--- config.mk ---
export PLATFORM = sky130hd
export DESIGN_NAME = dbus_route_unit
export DESIGN_NICKNAME = d
export VERILOG_FILES = /design/src/rtl/dbus_route_unit.sv
export SDC_FILE = /design/constraint.sdc
export NUM_CORES = 1
export LEC_CHECK = 0
export CAP_MARGIN = 25
export CORE_MARGIN = 8
export CORE_UTILIZATION = 41
export CTS_CLUSTER_SIZE = 25
export DETAILED_ROUTE_END_ITERATION = 8
export PLACE_DENSITY_LB_ADDON = 0.15
export SYNTH_ARGS = -nofsm -noshare
export SYNTH_HDL_FRONTEND = slang
export SYNTH_SLANG_ARGS = --single-unit
--- constraint.sdc ---
create_clock -name clk -period 4.25 [get_ports clk]
set_input_delay 0.6375 -clock clk [delete_from_list [all_inputs] [get_ports clk]]
set_output_delay 0.6375 -clock clk [all_outputs]
set_load 0.02 [all_outputs]
--- src/rtl/dbus_route_unit.sv ---
// dbus_route_unit: steers one CPU data-bus request at a time to either the
// data-cache port or the uncached bus port and returns that port's response.
// It also has a hang watchdog and an uncached-access counter for debug.
module dbus_route_unit #(
  parameter int HANG_LIMIT = 1023,
  parameter int CNT_W      = 16
) (
  input  logic             clk,
  input  logic             resetn,
  input  logic             creq_valid,
  input  logic [31:0]      creq_paddr,
  input  logic             creq_uncached,
  input  logic [3:0]       creq_strobe,
  input  logic [2:0]       creq_size,
  input  logic [31:0]      creq_wdata,
  output logic             cresp_addr_ok,
  output logic             cresp_data_ok,
  output logic [31:0]      cresp_rdata,
  output logic             dc_valid,
  output logic [31:0]      dc_paddr,
  output logic [3:0]       dc_strobe,
  output logic [2:0]       dc_size,
  output logic [31:0]      dc_wdata,
  input  logic             dc_data_ok,
  input  logic [31:0]      dc_rdata,
  output logic             uc_valid,
  output logic [31:0]      uc_paddr,
  output logic [3:0]       uc_strobe,
  output logic [2:0]       uc_size,
  output logic [31:0]      uc_wdata,
  input  logic             uc_data_ok,
  input  logic [31:0]      uc_rdata,
  output logic             hang_flag,
  output logic [CNT_W-1:0] uc_count
);

  // FWD_C / FWD_U also serve as the latched "uncached" bit of the request.
  typedef enum logic [1:0] {IDLE, FWD_C, FWD_U, RESP} state_t;

  state_t            state_reg, state_next;
  logic [31:0]       paddr_reg, wdata_reg, rdata_reg;
  logic [3:0]        strobe_reg;
  logic [2:0]        size_reg;
  logic [CNT_W-1:0]  uc_count_reg;
  logic              accept, fwd, sel_ok;
  logic [31:0]       sel_rdata;

  // Acceptance is suppressed while reset is asserted so addr_ok never lies.
  assign accept    = (state_reg == IDLE) && creq_valid && resetn;
  assign fwd       = (state_reg == FWD_C) || (state_reg == FWD_U);
  // Only the selected port's completion counts; the other port is ignored.
  assign sel_ok    = ((state_reg == FWD_C) && dc_data_ok) ||
                     ((state_reg == FWD_U) && uc_data_ok);
  assign sel_rdata = (state_reg == FWD_U) ? uc_rdata : dc_rdata;

  // State register.
  always_ff @(posedge clk) begin
    if (!resetn) state_reg <= IDLE;
    else         state_reg <= state_next;
  end

  // Next-state logic and CPU/downstream handshake outputs.
  always_comb begin
    state_next    = state_reg;
    cresp_addr_ok = 1'b0;
    cresp_data_ok = 1'b0;
    dc_valid      = 1'b0;
    uc_valid      = 1'b0;
    case (state_reg)
      IDLE: begin
        cresp_addr_ok = accept;
        if (accept) state_next = creq_uncached ? FWD_U : FWD_C;
      end
      FWD_C: begin
        dc_valid = 1'b1;
        if (sel_ok) state_next = RESP;
      end
      FWD_U: begin
        uc_valid = 1'b1;
        if (sel_ok) state_next = RESP;
      end
      RESP: begin
        cresp_data_ok = 1'b1;
        state_next    = IDLE;
      end
      default: state_next = IDLE;
    endcase
  end

  // Request field latch, loaded only on acceptance so downstream fields stay stable.
  always_ff @(posedge clk) begin
    if (!resetn) begin
      paddr_reg  <= '0;
      strobe_reg <= '0;
      size_reg   <= '0;
      wdata_reg  <= '0;
    end else if (accept) begin
      paddr_reg  <= creq_paddr;
      strobe_reg <= creq_strobe;
      size_reg   <= creq_size;
      wdata_reg  <= creq_wdata;
    end
  end

  // Response capture; writes return zero regardless of what the port drives.
  always_ff @(posedge clk) begin
    if (!resetn)     rdata_reg <= '0;
    else if (sel_ok) rdata_reg <= (strobe_reg != 4'd0) ? 32'd0 : sel_rdata;
  end

  // Wrapping count of accepted uncached requests.
  always_ff @(posedge clk) begin
    if (!resetn)                      uc_count_reg <= '0;
    else if (accept && creq_uncached) uc_count_reg <= uc_count_reg + CNT_W'(1);
  end

  assign cresp_rdata = rdata_reg;
  assign uc_count    = uc_count_reg;
  assign dc_paddr    = paddr_reg;
  assign dc_strobe   = strobe_reg;
  assign dc_size     = size_reg;
  assign dc_wdata    = wdata_reg;
  assign uc_paddr    = paddr_reg;
  assign uc_strobe   = strobe_reg;
  assign uc_size     = size_reg;
  assign uc_wdata    = wdata_reg;

  generate
    if (HANG_LIMIT > 0) begin : g_wd
      localparam int WD_W = $clog2(HANG_LIMIT + 1);
      localparam logic [WD_W-1:0] WD_MAX = WD_W'(HANG_LIMIT);
      logic [WD_W-1:0] wd_cnt_reg;
      logic [WD_W-1:0] wd_inc;
      logic            hang_reg;

      assign wd_inc = wd_cnt_reg + WD_W'(1);

      // Watchdog: counts forwarding cycles (saturating), flag is sticky until reset.
      always_ff @(posedge clk) begin
        if (!resetn) begin
          wd_cnt_reg <= '0;
          hang_reg   <= 1'b0;
        end else if (accept) begin
          wd_cnt_reg <= '0;
        end else if (fwd) begin
          if (wd_cnt_reg != WD_MAX) wd_cnt_reg <= wd_inc;
          if (wd_inc == WD_MAX)     hang_reg   <= 1'b1;
        end
      end

      assign hang_flag = hang_reg;
    end else begin : g_no_wd
      assign hang_flag = 1'b0;
    end
  endgenerate

endmodule

==> summary.txt, run 1 <==
Outcome
  • Outcome: completed

Placed design
  • Placed insts: 980
  • Pre-CTS setup slack: 1.29 ns
  • Routability cong.: 0.843
  • PortBufs: 335
  • DPL Wire Length: 15.5 mm

Finish
  • Seq. cell area: 2640 sq um
  • Ratio of cells with drive above 1 in the final layout: 0.0889
  • P&R area growth vs syn: 63.9%
  • Layout Utilization: 0.675
  • Nets@finish: 968
  • Fin cells: 1012
  • Fillers: 1076
  • Multi-input logic area: 2290 sq um
  • Antenna fix cells: 0

Clock network
  • CTS tree: built
  • # hold bufs at CTS: 0
  • Post-cts resize count: 0
  • Clock Latency Late Sink: 0.40 ns
  • CTS H-tree lvls: 4
  • Cts bufs inserted: 17
  • CTS clk-pin slew, worst paths: 0.05 ns
  • Clk buf depth: 2
  • CTS sink count: 132
  • CTS root buffer: clkbuf_16
  • Setup Buffers After CTS: 0

Floorplanning
  • Die width: 133 microns
  • Die footprint: 17700 sq um
  • Die H: 133 microns
  • Total core area: 13700 sq um
  • Initial Utilization: 0.412
  • Row Count: 43
  • IO Pins: 336

Synth
  • Multiplexer share of the synthesized area: 0.0676
  • Post-synth ARST share: 0
  • Compound-Gate Fraction of Synth Area: 0.191
  • Synth unique cells: 42
  • Average cell area after synthesis: 9.95 sq um
  • Number of flops mapped to enable cells by yosys: 0
  • Syn Inst Count: 566
  • Share of the yosys chip area belonging to registers: 0.469
  • Post-synth design cell area: 5630 sq um
  • Adder-Cell Fraction of Synth Area: 0.0178
  • Synth Register Bits: 132
  • Main combinational cell family by area after synthesis: compound AO/OA/AOI/OAI gates
  • XOR/XNOR Fraction of Synth Area: 0.0187
  • Mapped Nets: 715
  • Top_reg_cell synth: dfxtp_1
  • Syn. warnings: 0
  • Post-synthesis simple-gate area fraction: 0.109

Worst setup path
  • Max stage delay on crit path: 0.69 ns
  • Reg2Reg Setup Slack: 1.83 ns
  • CP Cell Sequence: clkdlybuf4s50_1 -> nand3_1 -> inv_2 -> clkdlybuf4s50_1
  • Crit end category: output pin
  • Crit Path Class: in -> out
  • Critical path's slowest cell: clkdlybuf4s50_1
  • Crit-path max FO: 11
  • Worst setup SP type: input port
  • CP required: 3.61 ns
  • Most common cell on crit path: clkdlybuf4s50_1
  • Critical path data arrival time: 2.30 ns

Timing
  • Fin crit share: 0.692
  • Unrepaired setup endpoints after global routing: false
  • Setup TNS: 0 ns
  • Slew HR: 0.495
  • Tmin final: 2.94 ns
  • # setup viols final: 0
  • Final Hold Fails: 0
  • Clock Skew: 0.00838 ns
  • Max Clk Rate: 340 MHz
  • Final WS setup: 1.31 ns
  • Worst hold slack: 0.460 ns
  • Final Max Tran Viols: 0
  • Worst Tran Pin Value: 0.757 ns

Detailed routing
  • Vias/cell: 5.07
  • Routed length per instance: 19.8 microns
  • 1st-pass router iterations: 5
  • Routed vias: 5131
  • Top routing layer used: met4
  • Met3 wire len: 1.92 mm
  • 1st-iter DRT viols: 255
  • DRT met1 WL: 7.63 mm
  • DRC Markers: 0
  • Routed WL: 20.0 mm
  • Final antenna-violating net count: 0
  • Routed met2 length: 10.1 mm

Pwr
  • Pleak: 3.38 nW
  • PwrDens: 528 nW/um^2
  • Max VDD drop: 0.260 mV

GRT
  • First-pass GRT wire length: 30.6 mm
  • GRT Total Usage: 0.218
  • Initial antenna violation count: 0
  • Grt total ovfl: 0
  • Pin count of the biggest net entering global routing: 72
  • Vias in the first global route: 5312

Flow run
  • Maxcap violations: 0

Worst hold path
  • Hold Path Class: reg -> reg
## cells in the final DEF (no fill, tap or decap), types with 11 or more instances in the layout
cell type	instances
a22oi_1	33
dfxtp_1	132
inv_1	11
a21oi_1	13
a22o_1	71
nand2_1	21
nor2_1	49
clkbuf_16	17
clkdlybuf4s50_1	335
mux2_2	32
## cell type report
class,instances,area share
clock inverters,8,0.0134
repair buffers,341,0.370
inverters,12,0.00488
flip-flops and latches,132,0.286
multi-input cells,315,0.248
clock buffers,24,0.0522
well taps,180,0.0244
## power breakdown
part | internal [mW] | switching (mW)
combinational | 0.892 | 0.910
sequential | 1.43 | 0.161
clock | 0.969 | 0.512
## worst max-delay path, delay by kind of cell
kind                   cells  cell delay [ns]
and+or+nand+nor            1             0.19
buffers and inverters      3             1.48
## kinds of logic after synthesis
group,after synthesis
AO/OA/AOI/OAI,137
flip-flops,132
AND/OR/NAND/NOR,124
buffers and inverters,119
multiplexers,34
XOR/XNOR,12
adder cells (fa/ha/maj),8
## metal layers
layer | GRT usage | up-vias
met2 | 0.383 | 237
met3 | 0.0956 | 14
met1 | 0.229 | 2410
met4 | 0.0711 | 0
met5 | 0 | -
li1 | - | 2470
## synth_stat cells, types with 2 or more instances
cell type	number	area, sq um
dfxtp_1	132	2640
a22o_1	71	622
buf_4	71	533
nor2_1	50	188
a22oi_1	34	255
clkbuf_1	34	128
mux2_2	32	360
nand2_1	21	78.8
a21oi_1	14	70.1
inv_1	11	41.3
nand3_1	10	50.1
ha_1	8	100
nand4_1	8	50.1
xnor2_1	8	70.1
nor3_1	6	30.0
or3_1	6	37.5
nand2b_1	5	31.3
o21ai_0	5	25.0
nor4_1	4	25.0
o31ai_1	4	30.0
xor2_1	4	35.0
or4_1	3	22.5
a211oi_1	2	15.0
a311oi_1	2	17.5
and3_1	2	12.5
mux2i_1	2	20.0
or4_4	2	22.5
## worst paths after layout
kind                                   from                        end  cells after the start
setup / recovery                     resetn              cresp_addr_ok                      4
hold / removal       hang_flag$_SDFFE_PN0P_     hang_flag$_SDFFE_PN0P_                      2
setup reg to reg  state_reg[0]$_SDFFE_PN0P_  uc_count[12]$_SDFFE_PN0P_                      6
hold reg to reg      hang_flag$_SDFFE_PN0P_     hang_flag$_SDFFE_PN0P_                      2
## stage by stage
stage          power (mW)  area, sq um
5_1_grt              5.09         9230
6_report             4.88         9230
3_5_place_dp         3.43         8620
3_3_place_gp         3.40         8590
4_1_cts              4.93         9230
2_1_floorplan        2.64         5630
Note: power is estimated with default switching activity, not from simulation.
==> inputs of run 2 (changes only) <==
CORE_UTILIZATION = 34   (was 41)
clock period = 2.7 ns   (was 4.25 ns; I/O delays follow)
==> summary.txt, run 2 (synthesis results as in run 1) <==
Clock network
  • CTS clk-pin slew, worst paths: 0.06 ns
  • # hold bufs at CTS: 0
  • Clock Latency Late Sink: 0.42 ns
  • CTS sink count: 132
  • CTS root buffer: clkbuf_16
  • Cts bufs inserted: 17
  • CTS tree: built
  • CTS H-tree lvls: 4
  • Clk buf depth: 2
  • Setup Buffers After CTS: 0

Worst setup path
  • Crit-path max FO: 33
  • Critical path data arrival time: 2.10 ns
  • Worst setup SP type: flop
  • Crit end category: output pin
  • Crit Path Class: reg -> out
  • CP required: 2.30 ns

Finish
  • Antenna fix cells: 0
  • Nets@finish: 970
  • Commonest non-fill, non-tap cell in the layout: clkdlybuf4s50_1
  • Ratio of cells with drive above 1 in the final layout: 0.0936
  • Commonest cells after routing, fill and taps aside: 334 x clkdlybuf4s50_1, 132 x dfxtp_1, 71 x a22o_1
  • P&R area growth vs syn: 65.5%

Detailed routing
  • Routed vias: 5120
  • 1st-pass router iterations: 4
  • Routed WL: 20.4 mm
  • Vias/cell: 4.86
  • DRC Markers: 0
  • 1st-iter DRT viols: 178
  • Routed length per instance: 19.4 microns
  • Final antenna-violating net count: 0

Floorplanning
  • Row Count: 47
  • Die width: 145 microns
  • Die H: 145 microns
  • Initial Utilization: 0.343
  • Total core area: 16400 sq um
  • Die footprint: 20900 sq um
  • IO Pins: 336

Timing
  • Final Hold Fails: 0
  • Tmin final: 2.50 ns
  • Slew HR: 0.472
  • Final WS setup: 0.196 ns
  • Unrepaired setup endpoints after global routing: false
  • Worst Tran Pin Value: 0.792 ns
  • Final Max Tran Viols: 0
  • Worst hold slack: 0.470 ns
  • # setup viols final: 0
  • Fin crit share: 0.927
  • Setup TNS: 0 ns
  • Max Clk Rate: 399 MHz
  • Clock Skew: 0.00978 ns

GRT
  • Met2 GRT Util: 0.314
  • GR Util met3: 0.0804
  • First-pass GRT wire length: 30.0 mm
  • GRT Total Usage: 0.188
  • Vias in the first global route: 5353
  • GRT met1 Usage: 0.208
  • Top Usage Layer GRT: met2
  • Grt total ovfl: 0
  • Pin count of the biggest net entering global routing: 72
  • Initial antenna violation count: 0

Placed design
  • PortBufs: 335
  • Routability cong.: 0.831
  • DPL Wire Length: 15.6 mm
  • Pre-CTS setup slack: 0.268 ns

Flow run
  • Maxcap violations: 0

Outcome
  • Outcome: completed

Pwr
  • Pleak: 3.41 nW
  • PwrDens: 836 nW/um^2
  • Max VDD drop: 0.372 mV

Worst hold path
  • Hold Path Class: reg -> reg
-- run 2: changes by cell type in the layout (fill, tap and decap cells not counted), sizes merged --
cell | before | now
bufinv | 3 | 4
dlymetal6s2s | 0 | 1
buf | 6 | 8
clkinv | 3 | 4
clkdlybuf4s50 | 335 | 334
clkinvlp | 2 | 4
clkbuf | 24 | 19
-- run 2: path summary, 6_finish.rpt --
path                                  start                        end  slack, ns  cells after the start
hold / removal       hang_flag$_SDFFE_PN0P_     hang_flag$_SDFFE_PN0P_       0.47                      2
hold reg to reg      hang_flag$_SDFFE_PN0P_     hang_flag$_SDFFE_PN0P_       0.47                      2
setup / recovery  state_reg[0]$_SDFFE_PN0P_                   uc_valid       0.20                      4
setup reg to reg  state_reg[0]$_SDFFE_PN0P_  uc_count[14]$_SDFFE_PN0P_       0.47                      6
-- run 2: layout make-up --
cell class / count / area, sq um
Clock buffer: 19 / 443
Multi-Input combinational cell: 315 / 2290
Fill cell: 1398 / 7090
Tap cell: 220 / 275
Inverter: 12 / 45.0
Timing Repair Buffer: 343 / 3440
Clock inverter: 12 / 181
Sequential cell: 132 / 2640
-- run 2: worst max-delay path, stage by stage, from the launching register on --
cell and delay (ns):
dfxtp_1 0.34, inv_1 0.11, ha_1 0.23, buf_6 0.31, clkdlybuf4s50_1 0.67
-- run 2: per-stage QoR --
stage                      util  cell area (sq um)  power, mW  cells
after floorplan               -               5630       4.16    566
after global placement    0.529               8670       5.38   1021
after detailed placement  0.529               8690       5.42   1022
after CTS                 0.568               9310       7.89   1053
after global routing      0.568               9320       8.15   1053
final                     0.568               9320       7.79   1053
-- run 2: power by group --
| group | switching, mW | total, mW | internal, mW |
|---|---|---|---|
| registers | 0.249 | 2.50 | 2.25 |
| clock network | 0.856 | 2.42 | 1.57 |
| logic | 1.46 | 2.86 | 1.41 |
| total | 2.56 | 7.79 | 5.23 |
-- run 2: what timing repair did --
item	in CTS	in global routing
setup endpoints to repair	0	2
hold endpoints to repair	0	0
resized for setup	0	2
-- run 2: routing by layer --
metal / vias up / wire length [microns]
met3: 22 / 2280
met1: 2383 / 7900
met5: - / 0
met4: 0 / 396
li1: 2476 / -
met2: 239 / 9830
